$ cat config.mk
export PLATFORM = sky130hd
export DESIGN_NAME = pixel_scan_counter
export DESIGN_NICKNAME = d
export VERILOG_FILES = /design/src/rtl/pixel_scan_counter.sv
export SDC_FILE = /design/constraint.sdc
export NUM_CORES = 1
export LEC_CHECK = 0
export CAP_MARGIN = 10
export CORE_MARGIN = 2
export CORE_UTILIZATION = 64
export DETAILED_ROUTE_END_ITERATION = 10
export DONT_BUFFER_PORTS = 1
export PLACE_DENSITY = 0.8
export SKIP_CTS_REPAIR_TIMING = 1
export SYNTH_ARGS = -nofsm -noshare
export SYNTH_HDL_FRONTEND = slang
export SYNTH_SLANG_ARGS = --single-unit
$ cat constraint.sdc
create_clock -name pipelineClk -period 3.3 [get_ports pipelineClk]
set_input_delay 0.66 -clock pipelineClk [delete_from_list [all_inputs] [get_ports pipelineClk]]
set_output_delay 0.66 -clock pipelineClk [all_outputs]
set_load 0.02 [all_outputs]
$ cat src/rtl/pixel_scan_counter.sv
// Layer/x/y scan generator feeding the pipe-1 RAM fetch stage over valid/ready.
// Frame geometry is latched at frame start and held until the next latch.
module pixel_scan_counter #(
  parameter int X_WIDTH     = 11,
  parameter int Y_WIDTH     = 11,
  parameter int LAYER_WIDTH = 6
) (
  input  logic                   pipelineClk,
  input  logic                   reset,
  input  logic                   start,
  input  logic                   continuous,
  input  logic [X_WIDTH-1:0]     cfgWidth,
  input  logic [Y_WIDTH-1:0]     cfgHeight,
  input  logic [LAYER_WIDTH:0]   cfgLayers,
  input  logic                   nextPixelPulse,
  input  logic                   outReady,
  output logic                   outValid,
  output logic [LAYER_WIDTH-1:0] layer,
  output logic [X_WIDTH-1:0]     x,
  output logic [Y_WIDTH-1:0]     y,
  output logic                   lastLayer,
  output logic                   frameStart,
  output logic                   frameEnd,
  output logic                   busy
);

  typedef enum logic [0:0] {
    IDLE = 1'b0,
    SCAN = 1'b1
  } state_t;

  localparam logic [X_WIDTH-1:0]     X_ONE      = X_WIDTH'(1);
  localparam logic [Y_WIDTH-1:0]     Y_ONE      = Y_WIDTH'(1);
  localparam logic [LAYER_WIDTH-1:0] L_STEP     = LAYER_WIDTH'(1);
  localparam logic [LAYER_WIDTH:0]   L_ONE      = (LAYER_WIDTH+1)'(1);
  localparam logic [LAYER_WIDTH:0]   MAX_LAYERS = {1'b1, {LAYER_WIDTH{1'b0}}};

  state_t                 state_reg, state_next;
  logic [LAYER_WIDTH-1:0] layer_reg, layer_next;
  logic [X_WIDTH-1:0]     x_reg, x_next;
  logic [Y_WIDTH-1:0]     y_reg, y_next;
  logic [X_WIDTH-1:0]     act_w_reg, act_w_next;
  logic [Y_WIDTH-1:0]     act_h_reg, act_h_next;
  logic [LAYER_WIDTH:0]   act_l_reg, act_l_next;
  logic                   frame_end_reg, frame_end_next;

  logic [X_WIDTH-1:0]     cfg_w_norm;
  logic [Y_WIDTH-1:0]     cfg_h_norm;
  logic [LAYER_WIDTH:0]   cfg_l_norm;
  logic                   layer_last;
  logic                   x_last;
  logic                   y_last;
  logic                   latch_cfg;

  // Zero sizes mean one; layer count saturates at the counter's full range.
  always_comb begin
    cfg_w_norm = (cfgWidth == '0) ? X_ONE : cfgWidth;
    cfg_h_norm = (cfgHeight == '0) ? Y_ONE : cfgHeight;
    if (cfgLayers == '0) begin
      cfg_l_norm = L_ONE;
    end else if (cfgLayers > MAX_LAYERS) begin
      cfg_l_norm = MAX_LAYERS;
    end else begin
      cfg_l_norm = cfgLayers;
    end
  end

  assign layer_last = ({1'b0, layer_reg} == (act_l_reg - L_ONE));
  assign x_last     = (x_reg == (act_w_reg - X_ONE));
  assign y_last     = (y_reg == (act_h_reg - Y_ONE));

  always_comb begin
    state_next     = state_reg;
    layer_next     = layer_reg;
    x_next         = x_reg;
    y_next         = y_reg;
    act_w_next     = act_w_reg;
    act_h_next     = act_h_reg;
    act_l_next     = act_l_reg;
    frame_end_next = 1'b0;
    latch_cfg      = 1'b0;

    case (state_reg)
      IDLE: begin
        if (start) begin
          state_next = SCAN;
          latch_cfg  = 1'b1;
        end
      end
      SCAN: begin
        // A forced skip behaves exactly like accepting the pixel's last layer,
        // so a simultaneous handshake cannot advance the pixel a second time.
        if (nextPixelPulse || outReady) begin
          if (nextPixelPulse || layer_last) begin
            layer_next = '0;
            if (x_last) begin
              x_next = '0;
              if (y_last) begin
                y_next         = '0;
                frame_end_next = 1'b1;
                if (continuous) begin
                  latch_cfg = 1'b1;
                end else begin
                  state_next = IDLE;
                end
              end else begin
                y_next = y_reg + Y_ONE;
              end
            end else begin
              x_next = x_reg + X_ONE;
            end
          end else begin
            layer_next = layer_reg + L_STEP;
          end
        end
      end
      default: state_next = IDLE;
    endcase

    if (latch_cfg) begin
      act_w_next = cfg_w_norm;
      act_h_next = cfg_h_norm;
      act_l_next = cfg_l_norm;
    end
  end

  always_ff @(posedge pipelineClk) begin
    if (!reset) begin
      state_reg     <= IDLE;
      layer_reg     <= '0;
      x_reg         <= '0;
      y_reg         <= '0;
      act_w_reg     <= X_ONE;
      act_h_reg     <= Y_ONE;
      act_l_reg     <= L_ONE;
      frame_end_reg <= 1'b0;
    end else begin
      state_reg     <= state_next;
      layer_reg     <= layer_next;
      x_reg         <= x_next;
      y_reg         <= y_next;
      act_w_reg     <= act_w_next;
      act_h_reg     <= act_h_next;
      act_l_reg     <= act_l_next;
      frame_end_reg <= frame_end_next;
    end
  end

  assign outValid   = (state_reg == SCAN);
  assign busy       = (state_reg != IDLE);
  assign layer      = layer_reg;
  assign x          = x_reg;
  assign y          = y_reg;
  assign frameEnd   = frame_end_reg;
  assign lastLayer  = outValid && layer_last;
  assign frameStart = outValid && (layer_reg == '0) && (x_reg == '0) && (y_reg == '0);

endmodule

==> run_results.csv, run 1 <==
group,metric,value,unit
status,outcome,"complete, no violations",
global_route,grt.overflow.total,0,
routing,ant_nets,0,
sta,hold_viol,0,
global_route,track_usage,0.2754,
floorplanning,start_util,0.6589,
routing,met1_length,3.937,mm
placement,dp_hpwl,6.165,mm
floorplanning,core,0.005507,mm²
clock_tree,clk_latency,340,ps
yosys,syn_inst,449,
yosys,synth.net_count,493,
floorplanning,die_h,79.30,µm
routing,drc,0,
floorplanning,ios,68,
critical_path,path_class,"reg2reg",
sta,fmax,339.6,MHz
routing,first_iter_violations,164,
cells_and_area,num-nets-final,485,
yosys,yosysWarnings,0,
critical_path,critical_path_required,3570,ps
routing,routed_wl,8.499,mm
critical_path,path_max_fanout,9,
run,maxCapViolations,0,
yosys,synthFlopType,"dfxtp_1",
cells_and_area,drive_gt1_frac,0.1011,
yosys,ys_types,62,
hold_path,holdPathStages,1,
placement,dpl_cell_area,0.003654,mm²
yosys,ys_seq_elements,59,
power,total_power,1775,µW
clock_tree,cts_tree,"done",
global_route,grt_max_degree,71,
sta,finalSetupViolations,0,
critical_path,rrSetupSlack,360,ps
clock_tree,cts.sinks,59,
power,p_per_area,454.5,mW/mm²
critical_path,rr_startpoint,"act_w_reg[0]",
critical_path,crit_path_start_kind,"register",
sta,rsz0062_at_grt,"no",
cells_and_area,fin_cells,517,
routing,dr.pass1.iters,5,
critical_path,critPathCaptureType,"register",
routing,top_layer,"met4",
hold_path,min-delay-path-class,"in2reg",
sta,fin_crit_sh,0.8923,
placement,pre_cts_slack,213.5,ps
sta,layout_min_cycle_time,2945,ps
placement,io_buffers,0,
cells_and_area,area_growth,7.655,%
cells_and_area,n_antenna_cell,0,
global_route,antenna_found_initial,0,
power,irDropWorstVdd,0.2824,mV
global_route,grt_pass1_wl,13.60,mm
yosys,syn_avg_cell_area,8.081,µm²
power,leakagePower,0.001363,µW
sta,relSlewSlack,0.6166,
floorplanning,row_count,27,
critical_path,crit_end,"y[4]",
clock_tree,cts-root-buf,"clkbuf_8",
yosys,synth_edf_count,0,
global_route,grt_pass1_vias,2896,
placement,place_congestion,0.8662,
placement,dpl.cell_count,500,
floorplanning,dieArea,0.006288,mm²
routing,routed-wl-met2,3.771,mm
routing,wl_per_cell,16.44,µm
clock_tree,cts_buffer_depth,2,
critical_path,startpoint,"act_w_reg[0]",
clock_tree,htree_levels,3,
clock_tree,numCtsBuffers,9,
clock_tree,path_clk_slew,70,ps
critical_path,reg2reg_to,"y[4]",
yosys,ys_seq_area_frac,0.3255,
critical_path,cp.arrival,3220,ps
sta,tns,0,ps
yosys,synthesis.area,0.003628,mm²
cells_and_area,final_cell_area,0.003906,mm²
routing,vias_per_cell,6.155,
critical_path,ff2ff_path_depth,9,
sta,tightest_slew,569.9,ps
routing,vias,3182,
sta,maxSlewViolCount,0,
yosys,async_reset_ff_frac,0,
sta,setup_slack,355.5,ps
floorplanning,die_w,79.30,µm
routing,dr_wl_met3,588,µm
sta,fin_skew,5.991,ps
==> report_power, final <==
part	total, µW	switching, µW	internal, µW	leakage, µW
Sequential	781	42.7	738	0.000480
Clock	731	292	439	0.000108
Combinational	264	145	119	0.000774
==> routing by layer <==
metal,up-vias,track usage
li1,1581,-
met1,1470,0.3700
met2,117,0.4203
met3,14,0.06932
met4,0,0.1155
met5,-,0
==> kinds of logic after synthesis <==
| kind of cell | synth area share |
|---|---|
| AND/OR/NAND/NOR | 0.2903 |
| flip-flops | 0.3255 |
| adder cells (fa/ha/maj) | 0.03104 |
| buffers and inverters | 0.05862 |
| multiplexers | 0.008621 |
| XOR/XNOR | 0.1400 |
| AO/OA/AOI/OAI | 0.1459 |
==> synthesized netlist by cell type (3+ instances only) <==
master | number | area [µm²]
buf_2 | 5 | 25.02
nor2_1 | 39 | 146.4
nand2_1 | 36 | 135.1
xnor2_1 | 39 | 341.6
buf_6 | 3 | 33.78
o21ai_0 | 11 | 55.05
a31oi_1 | 8 | 50.05
and3_1 | 3 | 18.77
buf_1 | 4 | 15.01
clkbuf_1 | 14 | 52.55
nor3_1 | 14 | 70.07
nand4_1 | 8 | 50.05
xor2_1 | 19 | 166.4
o21ai_1 | 22 | 110.1
nor2b_1 | 3 | 18.77
inv_1 | 17 | 63.81
a21oi_1 | 7 | 35.03
or4_1 | 5 | 37.54
or3_1 | 3 | 18.77
dfxtp_1 | 59 | 1181
nand3b_1 | 6 | 45.04
nor3_2 | 5 | 50.05
nand3_1 | 42 | 210.2
nor3b_1 | 6 | 45.04
nor4_1 | 15 | 93.84
ha_1 | 9 | 112.6
buf_4 | 3 | 22.52
==> worst max-delay path: stages, from the launching register on <==
cell,delay [ps]
dfxtp_1,350
inv_1,80
ha_1,250
or3b_1,480
nor4_1,260
o2111ai_1,180
a2111oi_4,370
o211ai_4,230
or4_1,530
a21boi_1,150
==> layout by cell type (no fill, tap or decap), drive strengths merged, types with 3 or more instances in the layout <==
| cell type | netlist | routed |
|---|---|---|
| a21boi | 3 | 3 |
| a21oi | 7 | 7 |
| a31oi | 8 | 8 |
| and3 | 3 | 3 |
| buf | 15 | 10 |
| clkbuf | 14 | 10 |
| dfxtp | 59 | 59 |
| ha | 9 | 9 |
| inv | 17 | 17 |
| nand2 | 36 | 36 |
| nand3 | 42 | 42 |
| nand3b | 6 | 6 |
| nand4 | 8 | 8 |
| nor2 | 39 | 39 |
| nor2b | 3 | 3 |
| nor3 | 19 | 19 |
| nor3b | 7 | 7 |
| nor4 | 16 | 16 |
| o21ai | 33 | 33 |
| or3 | 3 | 3 |
| or4 | 6 | 6 |
| xnor2 | 39 | 39 |
| xor2 | 19 | 19 |
==> layout make-up <==
class	count	area [µm²]
fillers	454	1600
well taps	72	90.09
clock inverters	5	77.57
flip-flops and latches	59	1181
inverters	17	63.81
repair buffers	10	87.58
multi-input cells	344	2268
clock buffers	10	137.6
==> how the worst min path moves through the flow <==
stage | start | end | slack (ps)
detailed placement | act_w_reg[10] | act_w_reg[10] | 470
finish | reset | act_l_reg[0] | 430
global route | reset | act_l_reg[0] | 410
CTS | reset | act_l_reg[0] | 410
floorplan | act_l_reg[6] | act_l_reg[6] | 440
global placement | act_w_reg[10] | act_w_reg[10] | 470
==> metrics by stage <==
| stage | hold slack (ps) | utilization |
|---|---|---|
| after CTS | 405.4 | 0.7026 |
| after global routing | 414.5 | 0.7094 |
| final | 431.5 | 0.7094 |
| after floorplan | 444.9 | - |
| after global placement | 467.9 | 0.6635 |
| after detailed placement | 473.8 | 0.6635 |
Power figures use the tool's default switching activity.
==> run 2, diff against run 1 <==
--- a/config.mk
+++ b/config.mk
@@ -10,6 +10,7 @@
 export CORE_UTILIZATION = 64
 export DETAILED_ROUTE_END_ITERATION = 10
 export DONT_BUFFER_PORTS = 1
+export HOLD_SLACK_MARGIN = 0.05
 export PLACE_DENSITY = 0.8
 export SKIP_CTS_REPAIR_TIMING = 1
 export SYNTH_ARGS = -nofsm -noshare
==> results of run 2 <==
The final DEF is identical to that of run 1; final timing and power are the same.
==> run 3, diff against run 2 <==
--- a/config.mk
+++ b/config.mk
@@ -11,7 +11,7 @@
 export DETAILED_ROUTE_END_ITERATION = 10
 export DONT_BUFFER_PORTS = 1
 export HOLD_SLACK_MARGIN = 0.05
-export PLACE_DENSITY = 0.8
+export PLACE_DENSITY_LB_ADDON = 0.08
 export SKIP_CTS_REPAIR_TIMING = 1
 export SYNTH_ARGS = -nofsm -noshare
 export SYNTH_HDL_FRONTEND = slang
==> run 3 against run 2 <==
  * Global-route usage up 1.1 points
  * Largest power group unchanged
  * Highest routed layer unchanged
  * Sequential share of layout area grew 0.45 points
  * Cell area fell by 1.5%
  * Non-clock buffer count did not move
  * Clock-buffer cell count increased by 4
  * First-iteration DRC count fell by 11%
  * Sequential cell count is the same
  * Sequential power hardly changed
  * Largest cell class unchanged
  * Critical path depth did not move
  * Utilization is 1.0 points lower
  * Critical endpoint unchanged
==> run_results.csv, run 3 (same netlist as run 1, synthesis figures left out) <==
group,metric,value,unit
status,outcome,"complete, no violations",
clock_tree,numCtsBuffers,9,
routing,wl_per_cell,16.52,µm
sta,finalSetupViolations,0,
routing,dr.pass1.iters,4,
global_route,grt.overflow.total,0,
routing,vias,3154,
placement,dpl.cell_count,502,
cells_and_area,fin_cells,517,
global_route,grt_max_degree,71,
critical_path,max_stage_delay,570,ps
cells_and_area,mostFrequentLayoutCells,"59 x dfxtp_1, 42 x nand3_1, 39 x xnor2_1, 39 x nor2_1, 36 x nand2_1",
sta,relSlewSlack,0.5842,
critical_path,crit_path_start_kind,"register",
placement,place_congestion,0.8398,
critical_path,critPathCaptureType,"register",
critical_path,cp.arrival,3360,ps
clock_tree,cts_tree,"done",
global_route,grt.busiest_layer,"met2",
clock_tree,cts_buffer_depth,2,
cells_and_area,drive_gt1_frac,0.09213,
hold_path,min-delay-path-class,"in2reg",
cells_and_area,multiInputGateArea,0.002246,mm²
critical_path,path_cells,"inv_1 > ha_1 > or3b_1 > nor4_1 > o2111ai_1 > a2111oi_4 > o211ai_2 > or4_1 > a21boi_1",
global_route,grt.met2_usage,0.4314,
global_route,antenna_found_initial,0,
clock_tree,cts.sinks,59,
critical_path,critPathBufInv,1,
sta,tns,0,ps
routing,drc,0,
cells_and_area,n_antenna_cell,0,
routing,ant_nets,0,
cells_and_area,fillCellCount,463,
power,total_power,1653,µW
routing,vias_per_cell,6.101,
sta,fin_skew,10.84,ps
clock_tree,cts-root-buf,"clkbuf_8",
floorplanning,core,0.005507,mm²
power,p_per_area,429.4,mW/mm²
clock_tree,htree_levels,3,
power,irDropWorstVdd,0.2540,mV
placement,dpl_cell_area,0.003669,mm²
floorplanning,die_h,79.30,µm
power,leakagePower,0.001350,µW
run,maxCapViolations,0,
cells_and_area,utilization,0.6989,
routing,first_iter_violations,146,
global_route,track_usage,0.2866,
sta,fin_crit_sh,0.9366,
sta,maxSlewViolCount,0,
sta,hold_viol,0,
cells_and_area,num-nets-final,485,
sta,tightest_slew,618.0,ps
sta,rsz0062_at_grt,"no",
floorplanning,dieArea,0.006288,mm²
placement,dp_hpwl,6.224,mm
global_route,grt_pass1_vias,2943,
cells_and_area,ff_latch_area,0.001181,mm²
sta,layout_min_cycle_time,3091,ps
global_route,grt_use_met1,0.3987,
cells_and_area,final_common_cell,"dfxtp_1",
clock_tree,path_clk_slew,70,ps
floorplanning,die_w,79.30,µm
critical_path,crit_family,"simple AND/OR/NAND/NOR gates",
sta,fmax,323.6,MHz
floorplanning,row_count,27,
critical_path,path_class,"reg2reg",
cells_and_area,area_growth,6.069,%
critical_path,path_max_fanout,10,
floorplanning,start_util,0.6589,
floorplanning,ios,68,
routing,routed_wl,8.542,mm
global_route,grtUsageMet3,0.06818,
critical_path,critical_path_required,3570,ps
clock_tree,clk_latency,340,ps
cells_and_area,final_cell_area,0.003849,mm²
placement,io_buffers,0,
critical_path,cpMaxStageDelayCell,"or4_1",
global_route,grt_pass1_wl,14.15,mm
-- run 3: changes by cell type in the layout (fill, tap and decap cells not counted), sizes merged --
cell	previous run	this run
clkbuf	10	14
bufinv	2	0
clkinv	2	0
-- run 3: report_power, final --
group          internal, µW  switching (µW)  leakage (µW)
Sequential              738            39.8      0.000480
Clock                   331             285     0.0000888
Combinational           117             142      0.000781
-- run 3: worst paths after layout --
path / startpoint / cells past startpoint / slack (ps) / to
setup / recovery: act_w_reg[0] / 9 / 210 / y[4]
hold / removal: reset / 1 / 430 / act_l_reg[0]
setup reg to reg: act_w_reg[0] / 9 / 210 / y[4]
hold reg to reg: act_w_reg[10] / 2 / 470 / act_w_reg[10]
-- run 3: routing by layer --
metal | vias up | part of all wire
met5 | - | 0
met4 | 0 | 0.011
met3 | 12 | 0.079
met2 | 109 | 0.44
met1 | 1450 | 0.47
li1 | 1583 | -
-- run 3: final cells by class --
cell class                 instances  share of cell area
clock buffer                      14             0.04486
clock inverter                     1            0.001951
inverter                          17             0.01658
multi-input combinational        344              0.5835
sequential                        59              0.3069
tap                               72             0.02341
timing repair buffer              10             0.02276
-- run 3: worst register-to-register path, cell delays in order, from the launching register on --
cell,delay (ps)
dfxtp_1,350
inv_1,90
ha_1,250
or3b_1,480
nor4_1,270
o2111ai_1,190
a2111oi_4,350
o211ai_2,310
or4_1,570
a21boi_1,160
-- run 3: stage by stage --
step | setup slack, ps | hold slack, ps
floorplan | 546.9 | 444.9
global placement | 336.6 | 459.2
detailed placement | 221.8 | 465.7
CTS | 197.5 | 410.7
global route | 0.7527 | 424.7
finish | 209.3 | 434.7
==> edit (flow settings as in run 3) <==
Take the reset off `y_reg` and load it in a clocked block of its own.
--- a/src/rtl/pixel_scan_counter.sv
+++ b/src/rtl/pixel_scan_counter.sv
@@ -129,7 +129,6 @@
       state_reg     <= IDLE;
       layer_reg     <= '0;
       x_reg         <= '0;
-      y_reg         <= '0;
       act_w_reg     <= X_ONE;
       act_h_reg     <= Y_ONE;
       act_l_reg     <= L_ONE;
@@ -138,12 +137,15 @@
       state_reg     <= state_next;
       layer_reg     <= layer_next;
       x_reg         <= x_next;
-      y_reg         <= y_next;
       act_w_reg     <= act_w_next;
       act_h_reg     <= act_h_next;
       act_l_reg     <= act_l_next;
       frame_end_reg <= frame_end_next;
     end
+  end
+
+  always_ff @(posedge pipelineClk) begin
+    y_reg <= y_next;
   end
 
   assign outValid   = (state_reg == SCAN);
Function: differs if reset is asserted again (counterexample within 4 cycles, from zero or initial values and one cycle with reset low); with reset held inactive, the same outputs for 4 cycles.
==> edit against run 3 <==
- synthesized area up 4.2%
- power up 10%
- largest cell class unchanged
- routed wire length up 4.7%
- global-route usage down 0.35 points
- final cell count up 2.1%
- highest routed layer unchanged
- worst setup slack worse by 0.0082 ns
- sequential cell count unchanged
- critical path depth up 1
- largest power group unchanged
- cell area up 6.2%
==> edit: results (changes against run 3) <==
Cells and area
  – Layout cells sized above 1: 0.0789 (-0.0132)
  – Final net count: 495 (+2.1%)
  – Layout filler cell count: 474 (+2.4%)

Place
  – Post-DP HPWL: 6.53 mm (+4.9%)
  – GPL Wtd Cong: 0.859 (+2.3%)

Global route
  – GR met3 Demand/Resource: 0.0711 (+0.00293)
  – First-pass GRT wire length: 14.1 mm (-0.20%)
  – Grt met1 use: 0.365 (-0.0334)
  – Vias in the first global route: 2985 (+1.4%)
  – Met2 GRT Util: 0.460 (+0.0290)

Setup path
  – Slowest stage cell on the critical path: or4b_2
  – Arrival time worst endpoint: 3.33 ns (-0.03 ns)
  – Slowest cell delay on critical path: 0.60 ns (+0.03 ns)
  – Reg2reg path depth: 10 (+1)
  – Critical R2R Capture: act_w_reg[10]
  – Maximum fanout along the worst path: 28 (+18)
  – FF-to-FF Start: act_l_reg[0]

Routing
  – 1st-iter DRT viols: 243 (+66%)
  – DR vias: 3302 (+4.7%)
  – Met3 routed WL: 620 µm (-7.7%)
  – M1 WL: 3.91 mm (-2.7%)
  – Routed length on met2: 4.28 mm (+14%)
  – Post-DR wirelength/cell: 16.9 µm (+2.5%)

Power
  – Maximum VDD drop: 0.397 mV (+56%)
  – Lkg Pwr: 1.55 nW (+15%)

Timing
  – Slew HR: 0.581 (-0.00352)
  – Post-route clock skew: 0.00518 ns (-0.00565 ns)

Run status
  – Run status: finished clean

Synth
  – Distinct cells, synth: 55 (-11%)
  – Synth top cells by count: nand2_1 (66), dfxtp_1 (48), nor2_1 (35)
  – Top cells by area, synth: dfxtp_1 (25%), edfxtp_1 (8.7%), mux2i_1 (7.4%)
  – Post-synth EDFFs: 11 (+11)
  – Sequential share of the synthesized area: 0.342 (+0.0161)
  – Top-count cell post-synth: nand2_1

Min path
  – WHS Path Cells: 2 (+1)
  – Hold Path End: act_w_reg[4]
  – Hold Crit Start: cfgWidth[4]
-- edit: area by class of cell --
type | count | area (µm²) | area share
flip-flops and latches | 59 | 1290 | 0.316
multi-input cells | 355 | 2330 | 0.570
inverters | 16 | 60.1 | 0.0147
clock inverters | 6 | 88.8 | 0.0217
well taps | 72 | 90.1 | 0.0220
clock buffers | 10 | 138 | 0.0337
repair buffers | 10 | 87.6 | 0.0214
-- edit: how the worst max path moves through the flow --
stage,endpoint,from
finish,act_w_reg[10],act_l_reg[0]
global route,act_h_reg[3],act_w_reg[0]
CTS,act_h_reg[8],act_w_reg[0]
detailed placement,act_h_reg[8],act_w_reg[0]
global placement,act_w_reg[0],act_w_reg[0]
floorplan,y[0],act_l_reg[0]
-- edit: power by group --
group          switching, mW  total, mW  leakage (nW)  internal, mW
Sequential            0.0578      0.819         0.491         0.761
Clock                  0.310      0.755         0.108         0.445
Combinational          0.132      0.249         0.950         0.117
-- edit: stage by stage --
stage / worst slack [ns] / cells / hold slack, ns / area (µm²) / total power [mW]
final: 0.201 / 528 / 0.442 / 4090 / 1.82
after global routing: 0.00532 / 528 / 0.429 / 4090 / 1.89
after CTS: 0.0987 / 528 / 0.433 / 4080 / 1.82
after detailed placement: 0.127 / 512 / 0.480 / 3850 / 1.08
after global placement: 0.251 / 512 / 0.462 / 3850 / 1.07
after floorplan: 0.166 / 457 / 0.447 / 3780 / 1.03
-- edit: logic make-up after synthesis --
logic type / share of synthesized area
AND/OR/NAND/NOR: 0.269
AO/OA/AOI/OAI: 0.122
flip-flops: 0.342
XOR/XNOR: 0.109
buffers and inverters: 0.0483
multiplexers: 0.0801
adder cells (fa/ha/maj): 0.0298
